==> config.mk <==
export PLATFORM = sky130hd
export DESIGN_NAME = clk_train_pattern_gen_flat
export DESIGN_NICKNAME = d
export VERILOG_FILES = /design/src/rtl/clk_train_pattern_gen_pkg.sv /design/src/rtl/clk_train_pattern_gen_if.sv /design/src/rtl/clk_train_pattern_gen_word_gen.sv /design/src/rtl/clk_train_pattern_gen.sv /design/src/flat_wrapper.sv
export SDC_FILE = /design/constraint.sdc
export NUM_CORES = 1
export LEC_CHECK = 0
export ABC_CLOCK_PERIOD_IN_PS = 7100
export CAP_MARGIN = 40
export CORE_ASPECT_RATIO = 0.7
export CORE_MARGIN = 4
export CORE_UTILIZATION = 59
export CTS_CLUSTER_DIAMETER = 60
export DETAILED_ROUTE_END_ITERATION = 6
export PLACE_DENSITY = 0.88
export RECOVER_POWER = 25
export SYNTH_ARGS = -nofsm -noshare
export SYNTH_HDL_FRONTEND = slang
export SYNTH_SLANG_ARGS = --single-unit
==> constraint.sdc <==
create_clock -name i_dig_clk -period 7.1 [get_ports i_dig_clk]
set_input_delay 2.13 -clock i_dig_clk [delete_from_list [all_inputs] [get_ports i_dig_clk]]
set_output_delay 2.13 -clock i_dig_clk [all_outputs]
set_load 0.01 [all_outputs]
==> src/rtl/clk_train_pattern_gen_pkg.sv <==
// clk_train_pkg: shared modes, FSM states and idle lane levels for the clock training generator
package clk_train_pkg;
  typedef enum logic [1:0] {MODE_NORMAL = 2'd0, MODE_FREERUN = 2'd1, MODE_TRACK = 2'd2} mode_e;
  typedef enum logic [1:0] {ST_IDLE = 2'd0, ST_RUN = 2'd1, ST_DONE = 2'd2} state_e;
  localparam logic IDLE_CKP = 1'b0;
  localparam logic IDLE_CKN = 1'b0;
  localparam logic IDLE_TRK = 1'b0;
endpackage

==> src/rtl/clk_train_pattern_gen_if.sv <==
// clk_train_pattern_gen_if: control, handshake and lane words of the clock training generator
interface clk_train_pattern_gen_if #(parameter int SER_W = 32, parameter int ITER_W = 8);
  logic start;
  logic stop;
  logic [1:0] mode;
  logic [ITER_W-1:0] iterations;
  logic ready;
  logic valid;
  logic [SER_W-1:0] ckp_word;
  logic [SER_W-1:0] ckn_word;
  logic [SER_W-1:0] trk_word;
  logic busy;
  logic done;
  logic aborted;
  modport master(output start, stop, mode, iterations, ready,
                 input valid, ckp_word, ckn_word, trk_word, busy, done, aborted);
  modport slave(input start, stop, mode, iterations, ready,
                output valid, ckp_word, ckn_word, trk_word, busy, done, aborted);
endinterface

==> src/rtl/clk_train_pattern_gen_word_gen.sv <==
// clk_train_word_gen: combinational per-UI CKP/CKN/TRACK word builder for one SER_W word
module clk_train_word_gen
  import clk_train_pkg::*;
#(
  parameter int SER_W = 32,
  parameter int ON_UI = 32,
  parameter int OFF_UI = 16,
  parameter int ITER_W = 8,
  parameter int POS_W = 7
) (
  input  logic [POS_W-1:0]  pos,
  input  logic [ITER_W:0]   iter,
  input  logic [ITER_W-1:0] count,
  input  mode_e             mode,
  output logic [SER_W-1:0]  ckp,
  output logic [SER_W-1:0]  ckn,
  output logic [SER_W-1:0]  trk
);
  localparam int P = ON_UI + OFF_UI;
  for (genvar k = 0; k < SER_W; k++) begin : g_bit
    logic [POS_W-1:0] g, p;
    logic [ITER_W:0] it;
    logic wrap, act, tog, ph;
    assign g = pos + POS_W'(k);
    assign wrap = g >= POS_W'(P);
    assign p = wrap ? g - POS_W'(P) : g;
    assign it = iter + (ITER_W+1)'(wrap);
    assign act = mode == MODE_FREERUN || it < {1'b0, count};
    assign tog = act && (mode == MODE_FREERUN || p < POS_W'(ON_UI));
    // free-run ignores the burst/idle framing, so phase comes straight from the UI index
    assign ph = mode == MODE_FREERUN ? g[0] : p[0];
    assign trk[k] = tog && !ph;
    assign ckp[k] = mode != MODE_TRACK && tog && !ph;
    assign ckn[k] = mode != MODE_TRACK && tog && ph;
  end
endmodule

==> src/rtl/clk_train_pattern_gen.sv <==
// clk_train_pattern_gen: word-parallel forwarded-clock training pattern generator with
// programmable iterations, free-run/track modes, abort and valid/ready backpressure
module clk_train_pattern_gen
  import clk_train_pkg::*;
#(
  parameter int SER_W = 32,
  parameter int ON_UI = 32,
  parameter int OFF_UI = 16,
  parameter int ITER_W = 8
) (
  input logic i_dig_clk,
  input logic i_rst,
  clk_train_pattern_gen_if.slave bus
);
  localparam int P = ON_UI + OFF_UI;
  localparam int POS_W = $clog2(P + SER_W);
  state_e state, state_n;
  mode_e mode, mode_n, mode_in;
  logic [POS_W-1:0] pos, pos_n, pos_sum;
  logic [ITER_W:0] iter, iter_n;
  logic [ITER_W-1:0] cnt, cnt_n;
  logic valid, done, done_n, aborted, aborted_n, accept, wrap;
  logic [SER_W-1:0] ckp, ckn, trk, gen_ckp, gen_ckn, gen_trk;
  assign mode_in = bus.mode == 2'd1 ? MODE_FREERUN : bus.mode == 2'd2 ? MODE_TRACK : MODE_NORMAL;
  assign accept = valid && bus.ready;
  assign pos_sum = pos + POS_W'(SER_W);
  assign wrap = pos_sum >= POS_W'(P);
  always_comb begin
    state_n = state;
    mode_n = mode;
    cnt_n = cnt;
    pos_n = pos;
    iter_n = iter;
    done_n = done;
    aborted_n = aborted;
    if (state != ST_RUN && bus.start) begin
      mode_n = mode_in;
      cnt_n = bus.iterations;
      pos_n = '0;
      iter_n = '0;
      done_n = mode_in != MODE_FREERUN && bus.iterations == '0;
      aborted_n = 1'b0;
      state_n = done_n ? ST_DONE : ST_RUN;
    end else if (state == ST_RUN && bus.stop) begin
      state_n = ST_DONE;
      done_n = 1'b1;
      aborted_n = mode != MODE_FREERUN;
    end else if (state == ST_RUN && accept) begin
      pos_n = wrap ? pos_sum - POS_W'(P) : pos_sum;
      iter_n = iter + (ITER_W+1)'(wrap);
      // next word would start at or past count*P, so the accepted word was the last
      if (mode != MODE_FREERUN && iter_n >= {1'b0, cnt}) begin
        state_n = ST_DONE;
        done_n = 1'b1;
      end
    end
  end
  clk_train_word_gen #(.SER_W(SER_W), .ON_UI(ON_UI), .OFF_UI(OFF_UI), .ITER_W(ITER_W), .POS_W(POS_W)) u_gen (
    .pos(pos_n), .iter(iter_n), .count(cnt_n), .mode(mode_n),
    .ckp(gen_ckp), .ckn(gen_ckn), .trk(gen_trk)
  );
  always_ff @(posedge i_dig_clk or posedge i_rst) begin
    if (i_rst) begin
      state <= ST_IDLE;
      mode <= MODE_NORMAL;
      cnt <= '0;
      pos <= '0;
      iter <= '0;
      done <= 1'b0;
      aborted <= 1'b0;
      valid <= 1'b0;
      ckp <= '0;
      ckn <= '0;
      trk <= '0;
    end else begin
      state <= state_n;
      mode <= mode_n;
      cnt <= cnt_n;
      pos <= pos_n;
      iter <= iter_n;
      done <= done_n;
      aborted <= aborted_n;
      valid <= state_n == ST_RUN;
      ckp <= state_n == ST_RUN ? gen_ckp : {SER_W{IDLE_CKP}};
      ckn <= state_n == ST_RUN ? gen_ckn : {SER_W{IDLE_CKN}};
      trk <= state_n == ST_RUN ? gen_trk : {SER_W{IDLE_TRK}};
    end
  end
  assign bus.valid = valid;
  assign bus.ckp_word = ckp;
  assign bus.ckn_word = ckn;
  assign bus.trk_word = trk;
  assign bus.busy = state == ST_RUN;
  assign bus.done = done;
  assign bus.aborted = aborted;
endmodule
==> src/flat_wrapper.sv <==
// flat-port wrapper written by rule: the top's interface ports become plain ports
module clk_train_pattern_gen_flat import clk_train_pkg::*;
#(
  parameter int SER_W = 32,
  parameter int ON_UI = 32,
  parameter int OFF_UI = 16,
  parameter int ITER_W = 8
)
  (i_dig_clk, i_rst, bus_start, bus_stop, bus_mode, bus_iterations, bus_ready, bus_valid, bus_ckp_word, bus_ckn_word, bus_trk_word, bus_busy, bus_done, bus_aborted);
  clk_train_pattern_gen_if #(.SER_W(SER_W), .ITER_W(ITER_W)) bus_i ();
  input logic i_dig_clk;
  input logic i_rst;
  input wire logic [$bits(bus_i.start)-1:0] bus_start;
  input wire logic [$bits(bus_i.stop)-1:0] bus_stop;
  input wire logic [$bits(bus_i.mode)-1:0] bus_mode;
  input wire logic [$bits(bus_i.iterations)-1:0] bus_iterations;
  input wire logic [$bits(bus_i.ready)-1:0] bus_ready;
  output wire logic [$bits(bus_i.valid)-1:0] bus_valid;
  output wire logic [$bits(bus_i.ckp_word)-1:0] bus_ckp_word;
  output wire logic [$bits(bus_i.ckn_word)-1:0] bus_ckn_word;
  output wire logic [$bits(bus_i.trk_word)-1:0] bus_trk_word;
  output wire logic [$bits(bus_i.busy)-1:0] bus_busy;
  output wire logic [$bits(bus_i.done)-1:0] bus_done;
  output wire logic [$bits(bus_i.aborted)-1:0] bus_aborted;
  assign bus_i.start = bus_start;
  assign bus_i.stop = bus_stop;
  assign bus_i.mode = bus_mode;
  assign bus_i.iterations = bus_iterations;
  assign bus_i.ready = bus_ready;
  assign bus_valid = bus_i.valid;
  assign bus_ckp_word = bus_i.ckp_word;
  assign bus_ckn_word = bus_i.ckn_word;
  assign bus_trk_word = bus_i.trk_word;
  assign bus_busy = bus_i.busy;
  assign bus_done = bus_i.done;
  assign bus_aborted = bus_i.aborted;
  clk_train_pattern_gen #(.SER_W(SER_W), .ON_UI(ON_UI), .OFF_UI(OFF_UI), .ITER_W(ITER_W)) u_core (.i_dig_clk(i_dig_clk), .i_rst(i_rst), .bus(bus_i));
endmodule
==> summary.txt <==
Status
  • Status: finished, violations left
  • Violated checks: design-rule violations, max-capacitance violations, max-slew violations

Power
  • Clock power share: 0.104
  • Leakage: 11.1 nW
  • Flop pwr share: 0.123
  • Gate power share: 0.772
  • Switch Pwr: about 4.2 mW
  • VDD IR max: about 0.31 mV
  • Sw Share: 0.515
  • P per Cell Area: between 300 and 400 mW/mm2
  • Total power: between 8 and 9 mW
  • Cell Int Power: a little under 4 mW

GRT
  • GRT Util Overall: 0.413
  • Grt met3 use: 0.121
  • First-pass GRT wire length: between 100 and 150 mm
  • Initial antenna violation count: 0
  • Vias in the first global route: around 19k
  • GRT overflow: 0
  • Met2 Resource Use GR: 0.617
  • Gr busiest metal: met2
  • Largest net degree at the start of global routing: 87
  • GR Util met1: 0.533

Worst setup path
  • Kind of critical path: input port to flop
  • CP startpoint kind: input port
  • Crit path largest cell delay: 390 ps
  • Crit path top cell by count: ha_1
  • Slowest cell on the critical path: a2111o_1
  • Critical path's top delay family: compound AO/OA/AOI/OAI gates
  • Critical Path End Type: flop
  • Crit path required time: between 7000 and 8000 ps
  • WP data arrival: 7190 ps
  • Crit-path max FO: 5
  • Critical path buffers and inverters: 6

Detailed routing
  • Post-route ant nets: 0
  • Initial DRT Pass Iterations: 7
  • Drt drc: 1
  • Number of vias per cell: around 6.6
  • Initial drt markers: between 2k and 3k
  • Wirelength, routed: around 71 mm
  • WL per Instance: between 20 and 25 um
  • Vias: a little under 20k

STA
  • Hold Fails Final Rpt: 0
  • Clock Skews: approximately 12 ps
  • Setup violations, final: 0
  • Slew margin rel.: -1.04
  • Tmin final: just under 7000 ps
  • Slew @ Worst Pin: around 3000 ps
  • Hold Worst Slack: 512 ps
  • Crit share post-route: 0.964
  • Slew Limit Fails: between 60 and 70
  • Fmax: 146 MHz

Yosys
  • Syn nets: 2535
  • Commonest register cell after synthesis: dfrtp_1
  • Gate count of the mapped netlist: approximately 2.2k
  • Sequential area share after synthesis: 0.176
  • Async set-reset flop share out of synthesis: 1.00
  • Post-synth EDFFs: 0
  • Register bit count reported by yosys: around 130
  • Mean Syn Cell Area: roughly 8.3 um2
  • Yosys cell types: 96
  • Mapped Area: ~0.018 mm2
  • Synth warnings: 0

CTS
  • Worst-Skew Late Latency: ~440 ps
  • H-tree lvl count: 4
  • CTS Buf Count: 17
  • Clock Pin Slew Worst Setup and Hold Paths: roughly 70 ps
  • Hold Buf Count CTS: 0
  • CTS Root Cell: clkbuf_16
  • TritonCTS clock tree: built
  • Longest Clk Path Bufs: 2
  • Clk sinks: ~130

Place
  • Post-DP HPWL: about 52 mm
  • Placer's final routability congestion estimate: around 1.1
  • Port Buffers: around 110

Layout
  • Nets@finish: around 2.9k
  • Area Overhead vs Synth: 26.0%
  • Share of layout cells above drive strength 1: 0.190
  • Core Util, Final: 0.755

Hold path
  • Hold Crit Class: flop to flop

Die
  • Die ar.: 0.0335 mm2
  • Initial Util: 0.599
  • Std cell rows: 53
  • Core Footprint: 0.0301 mm2
  • Die width: around 220 um
  • Die Y: roughly 150 um
  • I/O pins: 115

Job
  • MaxCap Viol Count: 1
power by group through the flow:
stage / clock network, mW / logic, mW / registers (mW)
after detailed placement: 0 / 5.81 / 1.00
final: 0.851 / 6.29 / 1.00
after CTS: 0.849 / 5.92 / 1.00
after global placement: 0 / 5.54 / 0.996
after floorplan: 0 / 3.07 / 1.05
after global routing: 0.884 / 6.70 / 1.02
cell usage after synthesis (18+ instances only):
master	count	share of area
a31oi_1	42	0.015
a21o_1	40	0.017
o211ai_1	30	0.012
nor2_1	172	0.036
ha_1	357	0.25
dfrtp_1	127	0.18
nor3_1	27	0.0075
o21ai_0	75	0.021
nand3_1	122	0.034
xnor2_1	236	0.11
clkbuf_1	44	0.0092
buf_2	53	0.015
xor2_1	49	0.024
nand2_1	209	0.043
o21a_1	30	0.012
inv_1	72	0.015
a211oi_1	18	0.0075
a21oi_1	106	0.029
registers in the layout (all words and copies together) (netlist names):
signal               cells
u_core.mode              2
u_core.bus.done          1
u_core.state             2
u_core.bus.ckn_word     32
u_core.iter              9
u_core.bus.aborted       1
u_core.pos               7
u_core.cnt               8
u_core.bus.ckp_word     32
u_core.bus.trk_word     32
u_core.bus.valid         1
timing repair:
action	in CTS	in global routing
setup buffers	1	14
gates resized for setup	22	49
gates cloned	0	1
pin swaps	5	14
setup endpoints to repair	39	68
worst register-to-register path, delay by kind of cell, from the launching register on:
| family | cells | cell delay (ps) |
|---|---|---|
| compound gates | 7 | 1850 |
| xor+xnor | 2 | 340 |
| fa+ha+maj | 7 | 1610 |
| buf+inv | 8 | 1020 |
| flops | 1 | 400 |
| simple gates | 8 | 740 |
layout make-up:
class	count	area, um2
multi-input combinational	1830	14300
fill	2209	7370
timing repair buffer	452	3880
sequential	127	3180
tap	412	515
clock buffer	18	429
inverter	79	300
clock inverter	14	123
antenna	1	2.50
stage by stage:
stage | setup TNS (ps) | cell area, um2 | worst slack (ps) | std cells
floorplan | 0 | 18000 | 7.58 | 2163
global placement | -18440 | 21700 | -607 | 2880
detailed placement | -28540 | 21800 | -623 | 2884
CTS | -12.5 | 22400 | -4.40 | 2917
global route | -2.97 | 22700 | -2.89 | 2932
finish | 0 | 22700 | 258 | 2933
cell usage in the layout (no fill, tap or decap), types with 49 or more instances in the layout:
| cell type | instances |
|---|---|
| nand2_1 | 207 |
| ha_1 | 352 |
| inv_1 | 71 |
| xnor2_1 | 231 |
| nor2_1 | 166 |
| nand3_1 | 121 |
| xor2_1 | 49 |
| a21oi_1 | 94 |
| clkdlybuf4s50_1 | 97 |
| o21ai_0 | 69 |
| buf_4 | 318 |
| dfrtp_1 | 127 |
metal layers:
metal / share of wire / up-vias
li1: - / 8546
met1: 0.39 / 9155
met2: 0.42 / 1356
met3: 0.13 / 314
met4: 0.062 / 0
met5: 0 / -
logic make-up after synthesis:
kind of cell               Yosys count  share of synthesized area
DFF                                127                      0.176
buffers and inverters              206                     0.0528
adders and majority gates          357                      0.248
and+or+nand+nor                    647                      0.168
muxes                               23                     0.0132
xor gates and xnor gates           288                      0.141
AOI/OAI and AO/OA                  515                      0.201
path summary, 6_finish.rpt:
kind | from | to | slack [ps] | cells after the start
max in group asynchronous | i_rst | u_core.bus.trk_word[21]$_DFF_PP0_ | 2250 | 3
min in group asynchronous | i_rst | u_core.bus.trk_word[4]$_DFF_PP0_ | 3050 | 2
min reg2reg | u_core.bus.aborted$_DFFE_PP0P_ | u_core.bus.aborted$_DFFE_PP0P_ | 510 | 1
min | u_core.bus.aborted$_DFFE_PP0P_ | u_core.bus.aborted$_DFFE_PP0P_ | 510 | 1
max reg2reg | u_core.pos[6]$_DFF_PP0_ | u_core.bus.ckp_word[23]$_DFF_PP0_ | 1040 | 32
max | bus_ready | u_core.bus.ckp_word[28]$_DFF_PP0_ | 260 | 28
Note: power is estimated with default switching activity, not from simulation.
